[config.mk]
export PLATFORM = sky130hd
export DESIGN_NAME = load_store_unit
export DESIGN_NICKNAME = d
export VERILOG_FILES = /design/src/rtl/load_store_unit.sv
export SDC_FILE = /design/constraint.sdc
export NUM_CORES = 1
export LEC_CHECK = 0
export BUFFER_PORTS_ARGS = -buffer_cell sky130_fd_sc_hd__buf_2
export CAP_MARGIN = 20
export CORE_ASPECT_RATIO = 0.5
export CORE_UTILIZATION = 50
export CTS_CLUSTER_SIZE = 12
export DETAILED_ROUTE_END_ITERATION = 6
export PLACE_DENSITY_LB_ADDON = 0.08
export RECOVER_POWER = 50
export REMOVE_ABC_BUFFERS = 1
export SYNTH_ARGS = -nofsm -noshare
export SYNTH_HDL_FRONTEND = slang
export SYNTH_SLANG_ARGS = --single-unit
export TNS_END_PERCENT = 5
[constraint.sdc]
create_clock -name clk -period 2.18 [get_ports clk]
set_input_delay 0.218 -clock clk [delete_from_list [all_inputs] [get_ports clk]]
set_output_delay 0.218 -clock clk [all_outputs]
set_load 0.01 [all_outputs]
[src/rtl/load_store_unit.sv]
// load_store_unit
//   Memory-access stage behind the ALU. Accepts one request (alucode, effective
//   address, rs2 store data), runs at most one valid/ack data-memory transaction
//   and returns sign/zero-extended load data for writeback. One request in flight.
//
// Optional feature macro: LSU_MISALIGN_CHECK_EN
//   defined   : misaligned LH/LHU/SH/LW/SW skip the bus and respond with
//               resp_err=1, resp_misalign=1
//   undefined : addresses are truncated to natural alignment, resp_misalign=0
//
// Parameters
//   MAX_WAIT   cycles mem_req may stay unacknowledged before timeout (1..255)
//
// Ports
//   clk, rst                  clock, synchronous active-high reset
//   req_valid/req_ready       request handshake (ready only in IDLE)
//   alucode, addr, store_data request payload
//   resp_valid/resp_ready     response handshake
//   load_data                 extended load result (0 for stores/non-mem/error)
//   resp_err, resp_misalign   error flags
//   mem_req/mem_ack           bus handshake
//   mem_we, mem_addr, mem_be, mem_wdata, mem_rdata   bus payload
//
// State | meaning
//   IDLE | waiting for a request, req_ready=1
//   BUS  | mem_req asserted, waiting for mem_ack or timeout
//   RESP | resp_valid asserted, holding result until resp_ready

module load_store_unit #(
   parameter int unsigned MAX_WAIT = 255
) (
   input  logic        clk,
   input  logic        rst,
   input  logic        req_valid,
   output logic        req_ready,
   input  logic [5:0]  alucode,
   input  logic [31:0] addr,
   input  logic [31:0] store_data,
   output logic        resp_valid,
   input  logic        resp_ready,
   output logic [31:0] load_data,
   output logic        resp_err,
   output logic        resp_misalign,
   output logic        mem_req,
   output logic        mem_we,
   output logic [31:0] mem_addr,
   output logic [3:0]  mem_be,
   output logic [31:0] mem_wdata,
   input  logic        mem_ack,
   input  logic [31:0] mem_rdata
);

   // Memory op codes, mirrored from the ALU_* definitions in define.vh.
   localparam logic [5:0] ALU_LB  = 6'd22;
   localparam logic [5:0] ALU_LH  = 6'd23;
   localparam logic [5:0] ALU_LW  = 6'd24;
   localparam logic [5:0] ALU_LBU = 6'd25;
   localparam logic [5:0] ALU_LHU = 6'd26;
   localparam logic [5:0] ALU_SB  = 6'd27;
   localparam logic [5:0] ALU_SH  = 6'd28;
   localparam logic [5:0] ALU_SW  = 6'd29;

   localparam logic [7:0] WAIT_LAST = 8'(MAX_WAIT - 1);

   typedef enum logic [1:0] {S_IDLE, S_BUS, S_RESP} state_t;

   state_t      state, state_nx;
   logic [5:0]  op_q;
   logic [31:0] addr_q;
   logic [31:0] sd_q;
   logic [7:0]  wait_cnt;
   logic [31:0] res_q;
   logic        err_q;
   logic        mis_q;

   logic        accept;
   logic        in_is_mem;
   logic        in_misalign;
   logic        timeout;

   function automatic logic is_store(input logic [5:0] op);
      return (op == ALU_SB) || (op == ALU_SH) || (op == ALU_SW);
   endfunction

   function automatic logic is_load(input logic [5:0] op);
      return (op == ALU_LB) || (op == ALU_LH) || (op == ALU_LW) ||
             (op == ALU_LBU) || (op == ALU_LHU);
   endfunction

   function automatic logic [31:0] load_ext(input logic [5:0]  op,
                                            input logic [1:0]  a,
                                            input logic [31:0] rd);
      logic [7:0]  b;
      logic [15:0] h;
      b = 8'(rd >> {a, 3'b000});
      h = 16'(rd >> {a[1], 4'b0000});
      case (op)
         ALU_LB:  return {{24{b[7]}}, b};
         ALU_LBU: return {24'h0, b};
         ALU_LH:  return {{16{h[15]}}, h};
         ALU_LHU: return {16'h0, h};
         ALU_LW:  return rd;
         default: return 32'h0;
      endcase
   endfunction

   assign accept    = (state == S_IDLE) && req_valid;
   assign in_is_mem = is_load(alucode) || is_store(alucode);
   assign timeout   = (state == S_BUS) && !mem_ack && (wait_cnt == WAIT_LAST);

`ifdef LSU_MISALIGN_CHECK_EN
   always_comb begin
      in_misalign = 1'b0;
      case (alucode)
         ALU_LH, ALU_LHU, ALU_SH: in_misalign = addr[0];
         ALU_LW, ALU_SW:          in_misalign = (addr[1:0] != 2'b00);
         default:                 in_misalign = 1'b0;
      endcase
   end
`else
   assign in_misalign = 1'b0;
`endif

   always_ff @(posedge clk) begin
      if (rst) begin
         state    <= S_IDLE;
         op_q     <= '0;
         addr_q   <= '0;
         sd_q     <= '0;
         wait_cnt <= '0;
         res_q    <= '0;
         err_q    <= 1'b0;
         mis_q    <= 1'b0;
      end else begin
         state <= state_nx;
         if (accept) begin
            op_q     <= alucode;
            addr_q   <= addr;
            sd_q     <= store_data;
            wait_cnt <= '0;
            res_q    <= '0;
            err_q    <= in_misalign;
            mis_q    <= in_misalign;
         end else if (state == S_BUS) begin
            if (mem_ack) begin
               res_q <= load_ext(op_q, addr_q[1:0], mem_rdata);
               err_q <= 1'b0;
            end else if (timeout) begin
               res_q <= '0;
               err_q <= 1'b1;
            end else begin
               wait_cnt <= wait_cnt + 8'd1;
            end
         end
      end
   end

   always_comb begin
      state_nx      = state;
      req_ready     = 1'b0;
      resp_valid    = 1'b0;
      load_data     = '0;
      resp_err      = 1'b0;
      resp_misalign = 1'b0;
      mem_req       = 1'b0;
      mem_we        = 1'b0;
      mem_addr      = '0;
      mem_be        = '0;
      mem_wdata     = '0;
      case (state)
         S_IDLE: begin
            req_ready = 1'b1;
            if (accept)
               state_nx = (in_is_mem && !in_misalign) ? S_BUS : S_RESP;
         end
         S_BUS: begin
            mem_req  = 1'b1;
            mem_we   = is_store(op_q);
            mem_addr = {addr_q[31:2], 2'b00};
            case (op_q)
               ALU_SB: begin
                  mem_be    = 4'b0001 << addr_q[1:0];
                  mem_wdata = {4{sd_q[7:0]}};
               end
               ALU_SH: begin
                  mem_be    = 4'b0011 << {addr_q[1], 1'b0};
                  mem_wdata = {2{sd_q[15:0]}};
               end
               ALU_SW: begin
                  mem_be    = 4'hF;
                  mem_wdata = sd_q;
               end
               default: mem_be = 4'hF;
            endcase
            if (mem_ack || timeout)
               state_nx = S_RESP;
         end
         S_RESP: begin
            resp_valid    = 1'b1;
            load_data     = res_q;
            resp_err      = err_q;
            resp_misalign = mis_q;
            if (resp_ready)
               state_nx = S_IDLE;
         end
         default: state_nx = S_IDLE;
      endcase
   end

endmodule

* After elaboration in Yosys (flattened, before gate mapping) *
Cells that the tools add are included.

operators by class
  add/subtract/negate cells = 1
  shifts and indexed selects = 4
  muxes and demuxes = 21
  bitwise logic cells = 2
  equal/unequal tests = 22
  reduce and logical (&&, ||, !) cells = 20

operator list
  cell                                             count
  2-to-1 mux 32 bit                                5
  case mux 32 bit (5 select lines)                 1
  == test 6 x 5 -> 1 bit, second input constant    16
  case mux 32 bit (3 select lines)                 1
  >> shifter 32 x 5 -> 16 bit                      1
  >> shifter 32 x 5 -> 8 bit                       1
  logical OR 1 bit                                 10
  adder 8 x 1 -> 8 bit, second input constant      1
  == test 8 bit, second input constant             1
  2-to-1 mux 2 bit                                 4
  case mux 4 bit (2 select lines)                  1
  2-to-1 mux 1 bit                                 7
  case mux 2 bit (3 select lines)                  1
  AND reduction 3 bit                              2
  2-to-1 mux 4 bit                                 1
  != test 2 bit, second input constant             2
  left shift 1 x 2 -> 4 bit, first input constant  1
  left shift 2 x 2 -> 4 bit, first input constant  1
  logical AND 1 bit                                3
  == test 2 x 1 -> 1 bit, second input constant    1
  == test 2 bit, second input constant             1
  logical NOT 2 bit                                1
  != test 2 x 1 -> 1 bit, second input constant    1
  NOT 1 bit                                        2
  4 further kinds                                  4

storage, ports and cells
  logic and storage cells = 77
  output and inout bits = 106
  input port bits = 107
  flip-flop bits (word level) = 113

* Logic depth before layout (Yosys ltp) *
  word-level depth = 9
  mapped depth = 8
  gate-level depth less buffers = 6

* Least setup slack after synthesis *
No wires, ideal clock.

  path kind = reg2out
  start = register op_q[3]
  end = output mem_wdata[13]
  arrival = 1.662 ns
  setup slack = 0.300 ns
  data required time = 1.962 ns
  cell stages (with the launch flop) = 7
  buffers on the path = 2
  cells stage by stage = dfxtp_1 -> buf_2 -> nand4b_1 -> nor3_1 -> o31ai_2 -> clkbuf_1 -> a21oi_1

between the ends
  word-level cells in the longest chain between the ends = 3
  elaborated cells between the ends (all ways) = 5

ends and longest elaborated chain
  item                                  RTL line  source
  from (decl)                           68        logic [5:0] op_q;
  from (signal assigned)                137       op_q <= alucode;
  == test 6 x 5 -> 1 bit                180       case (op_q)
  case mux 32 bit (3 select lines) (*)  180
  2-to-1 mux 32 bit (*)                 170       case (state)
  to (decl)                             48        output logic [31:0] mem_wdata,

Mark *: on every way between the ends. The rest lies on a longest branch, timed or not.

* Final worst setup path *
  start = register op_q[1]
  end = output mem_wdata[11]

Same word-level chain as after synthesis.

==> flow_summary_export.csv <==
group,metric,value,unit
run,max_cap_viol_count,0,
synthesis,synth_cell_type_count,56,
global_route,grt_remaining_overflow,0,
clocking,numCtsBuffers,17,
synthesis,synth_area_leader_cell,"dfxtp_1",
timing,clock-skew-final,0.00806,ns
floorplan,die_w,153,um
final_layout,fillers,944,
min_path,min_to,"addr_q[2]",
synthesis,synth_flop_cell,"dfxtp_1",
clocking,holdBufCountCts,0,
timing,clock.fmax,475,MHz
worst_setup_path,cp-end-kind,"output pin",
floorplan,placementRows,27,
floorplan,start_util,0.515,
worst_setup_path,cp_max_fo,8,
synthesis,synth_common_cells,"nand2_1, dfxtp_1, a21oi_1",
pwr,power,5.40,mW
timing,maxSlewViolCount,0,
worst_setup_path,rrSetupSlack,0.10,ns
placed_design,place_area,0.00686,sq mm
synthesis,yosysMostFrequentCell,"nand2_1",
final_layout,stdcell_area,0.00754,sq mm
worst_setup_path,cp.required,1.96,ns
timing,maxSlewHeadroom,0.469,
global_route,top_usage_layer,"met2",
timing,rsz0062_at_grt,"true",
outcome,violations,"DRC",
synthesis,synth_edf_count,0,
outcome,status,"finished with violations",
drt,wirelength,16400,um
synthesis,netlist_top_cells_area,"dfxtp_1, nand2_1, a21oi_1, and2_1, o2bb2ai_1",
global_route,antenna_found_initial,0,
global_route,grt_pass1_wl,25900,um
clocking,cts_root_buf,"clkbuf_16",
drt,ant_nets,0,
worst_setup_path,r2r_cells,5,
pwr,power.leakage,3.31,nW
final_layout,drive_gt1_frac,0.322,
drt,vias,5841,
clocking,clock_path_buffers,2,
drt,drt_iter0_drc,444,
clocking,htreeDepth,4,
global_route,grt_pass1_vias,5283,
worst_setup_path,r2r-start,"state[1]",
min_path,hold_path_startpoint,"addr[2]",
drt,via_per_inst,5.55,
placed_design,gp_congestion,0.849,
clocking,cts.sinks,113,
clocking,cts_tree,"done",
clocking,clkSlewWorstSetupHoldPaths,0.06,ns
drt,drt_first_pass_iters,7,
worst_setup_path,cp-start-kind,"flip-flop",
global_route,gr-usage-met2,0.445,
drt,drc,13,
synthesis,yosysWarnings,0,
drt,wire_per_inst,15.5,um
floorplan,die_h,77.3,um
synthesis,synth_cells,694,
synthesis,syn-cell-area,0.00568,sq mm
final_layout,seq_area,0.00226,sq mm
clocking,insertion_delay,0.41,ns
timing,worstMarginPinSlew,0.797,ns
min_path,hold_depth,3,
floorplan,core,0.0110,sq mm
synthesis,avgSynthCellArea,8.18,sq um
worst_setup_path,r2r-end,"res_q[9]",
worst_setup_path,worstPathArrival,1.89,ns
pwr,irDropWorstVdd,0.000536,V
floorplan,ios,213,
final_layout,final_nets,1004,
placed_design,dp_hpwl,10900,um
final_layout,num_antenna_cells,0,
synthesis,synthArstFlopShare,0,
placed_design,port-buffer-count,209,
min_path,min_path_type,"in2reg",
synthesis,synth-seq-cells,113,
global_route,gr-usage-met3,0.0799,
timing,hold_viol,0,
timing,finalSetupViolCount,0,
timing,min_period,2.11,ns
pwr,p_per_area,716,mW/mm^2
synthesis,ys_seq_area_frac,0.399,
global_route,grt_use_met1,0.352,
final_layout,multi_input_area,0.00320,sq mm
final_layout,area_delta_synth_final,32.8,%
global_route,grt_max_degree,73,
floorplan,die_area,0.0118,sq mm
synthesis,yosysTopAreaCellShare,0.399,
timing,min_period_over_period,0.966,
worst_setup_path,critPathKind,"reg2out",
global_route,grt.total_usage,0.273,
==> area by class of cell <==
class / instances / area share
clock inverters: 14 / 0.0178
clock buffers: 18 / 0.0583
multi-input cells: 518 / 0.424
flip-flops and latches: 113 / 0.301
repair buffers: 239 / 0.172
inverters: 6 / 0.00299
well taps: 145 / 0.0241
==> report_power, final <==
| group | total, mW | switching [mW] | internal [mW] |
|---|---|---|---|
| clock network | 2.66 | 1.04 | 1.61 |
| logic | 0.524 | 0.317 | 0.208 |
| registers | 2.22 | 0.0645 | 2.15 |
| total | 5.40 | 1.43 | 3.97 |
==> cells in the final DEF (no fill, tap or decap), types with 5 or more instances in the layout <==
cell type,instances
buf_2,206
nand2_1,160
dfxtp_1,111
a21oi_1,91
and2_1,73
o2bb2ai_1,31
a22o_1,25
buf_4,21
mux2i_1,17
clkbuf_16,17
a221o_1,15
nor2_1,10
a22oi_1,8
a2111oi_1,7
o21ai_0,6
clkinv_4,6
buf_6,5
==> state kept, by name, summed over array words and instances (netlist names) <==
| register | count |
|---|---|
| state | 2 |
| err_q | 1 |
| wait_cnt | 8 |
| addr_q | 32 |
| op_q | 6 |
| sd_q | 32 |
| res_q | 32 |
==> routing by layer <==
layer,share of wire,routed length [um]
met5,0,0
met4,0.0089,146
met3,0.082,1340
met2,0.46,7530
met1,0.45,7340
==> cells by family after synthesis <==
group,Yosys count,synth area share
mux,19,0.0359
fa+ha+maj,2,0.00441
flops,113,0.399
buf+inv,65,0.0516
simple gates,284,0.247
xor+xnor,3,0.00463
compound gates,207,0.257
other cells,1,0.000661
==> critical path, cell delays in order, from the launching register on <==
cell,delay (ns)
dfxtp_1,0.30
nand4b_1,0.24
nor3_4,0.21
buf_4,0.19
buf_6,0.15
a22oi_1,0.10
a21oi_1,0.14
buf_2,0.14
==> how the worst max path moves through the flow <==
| stage | end | start | cells after the start | slack (ns) |
|---|---|---|---|---|
| floorplan | res_q[0] | state[1] | 4 | -3.41 |
| CTS | mem_wdata[11] | state[1] | 6 | 0.006 |
| global placement | res_q[6] | wait_cnt[1] | 6 | 0.34 |
| detailed placement | mem_wdata[19] | op_q[1] | 5 | 0.29 |
| finish | mem_wdata[11] | op_q[1] | 7 | 0.07 |
| global route | mem_wdata[29] | op_q[3] | 7 | -0.04 |
==> timing repair <==
item	CTS	global route
gates cloned	0	1
pin swaps	0	2
endpoints found under the setup margin	29	66
gates resized for setup	4	20
setup buffers	0	3
==> per-stage QoR <==
stage               instances  hold slack [ns]  TNS, ns  utilization  setup WS (ns)
floorplan                 637            0.287  -306.78            -          -3.41
global placement         1017            0.437        0        0.623          0.342
detailed placement       1017            0.444        0        0.623          0.293
CTS                      1049           0.0349        0        0.676        0.00632
global route             1053           0.0395   -0.470        0.684        -0.0430
finish                   1053           0.0426        0        0.684         0.0740
Note: power is estimated with default switching activity, not from simulation.
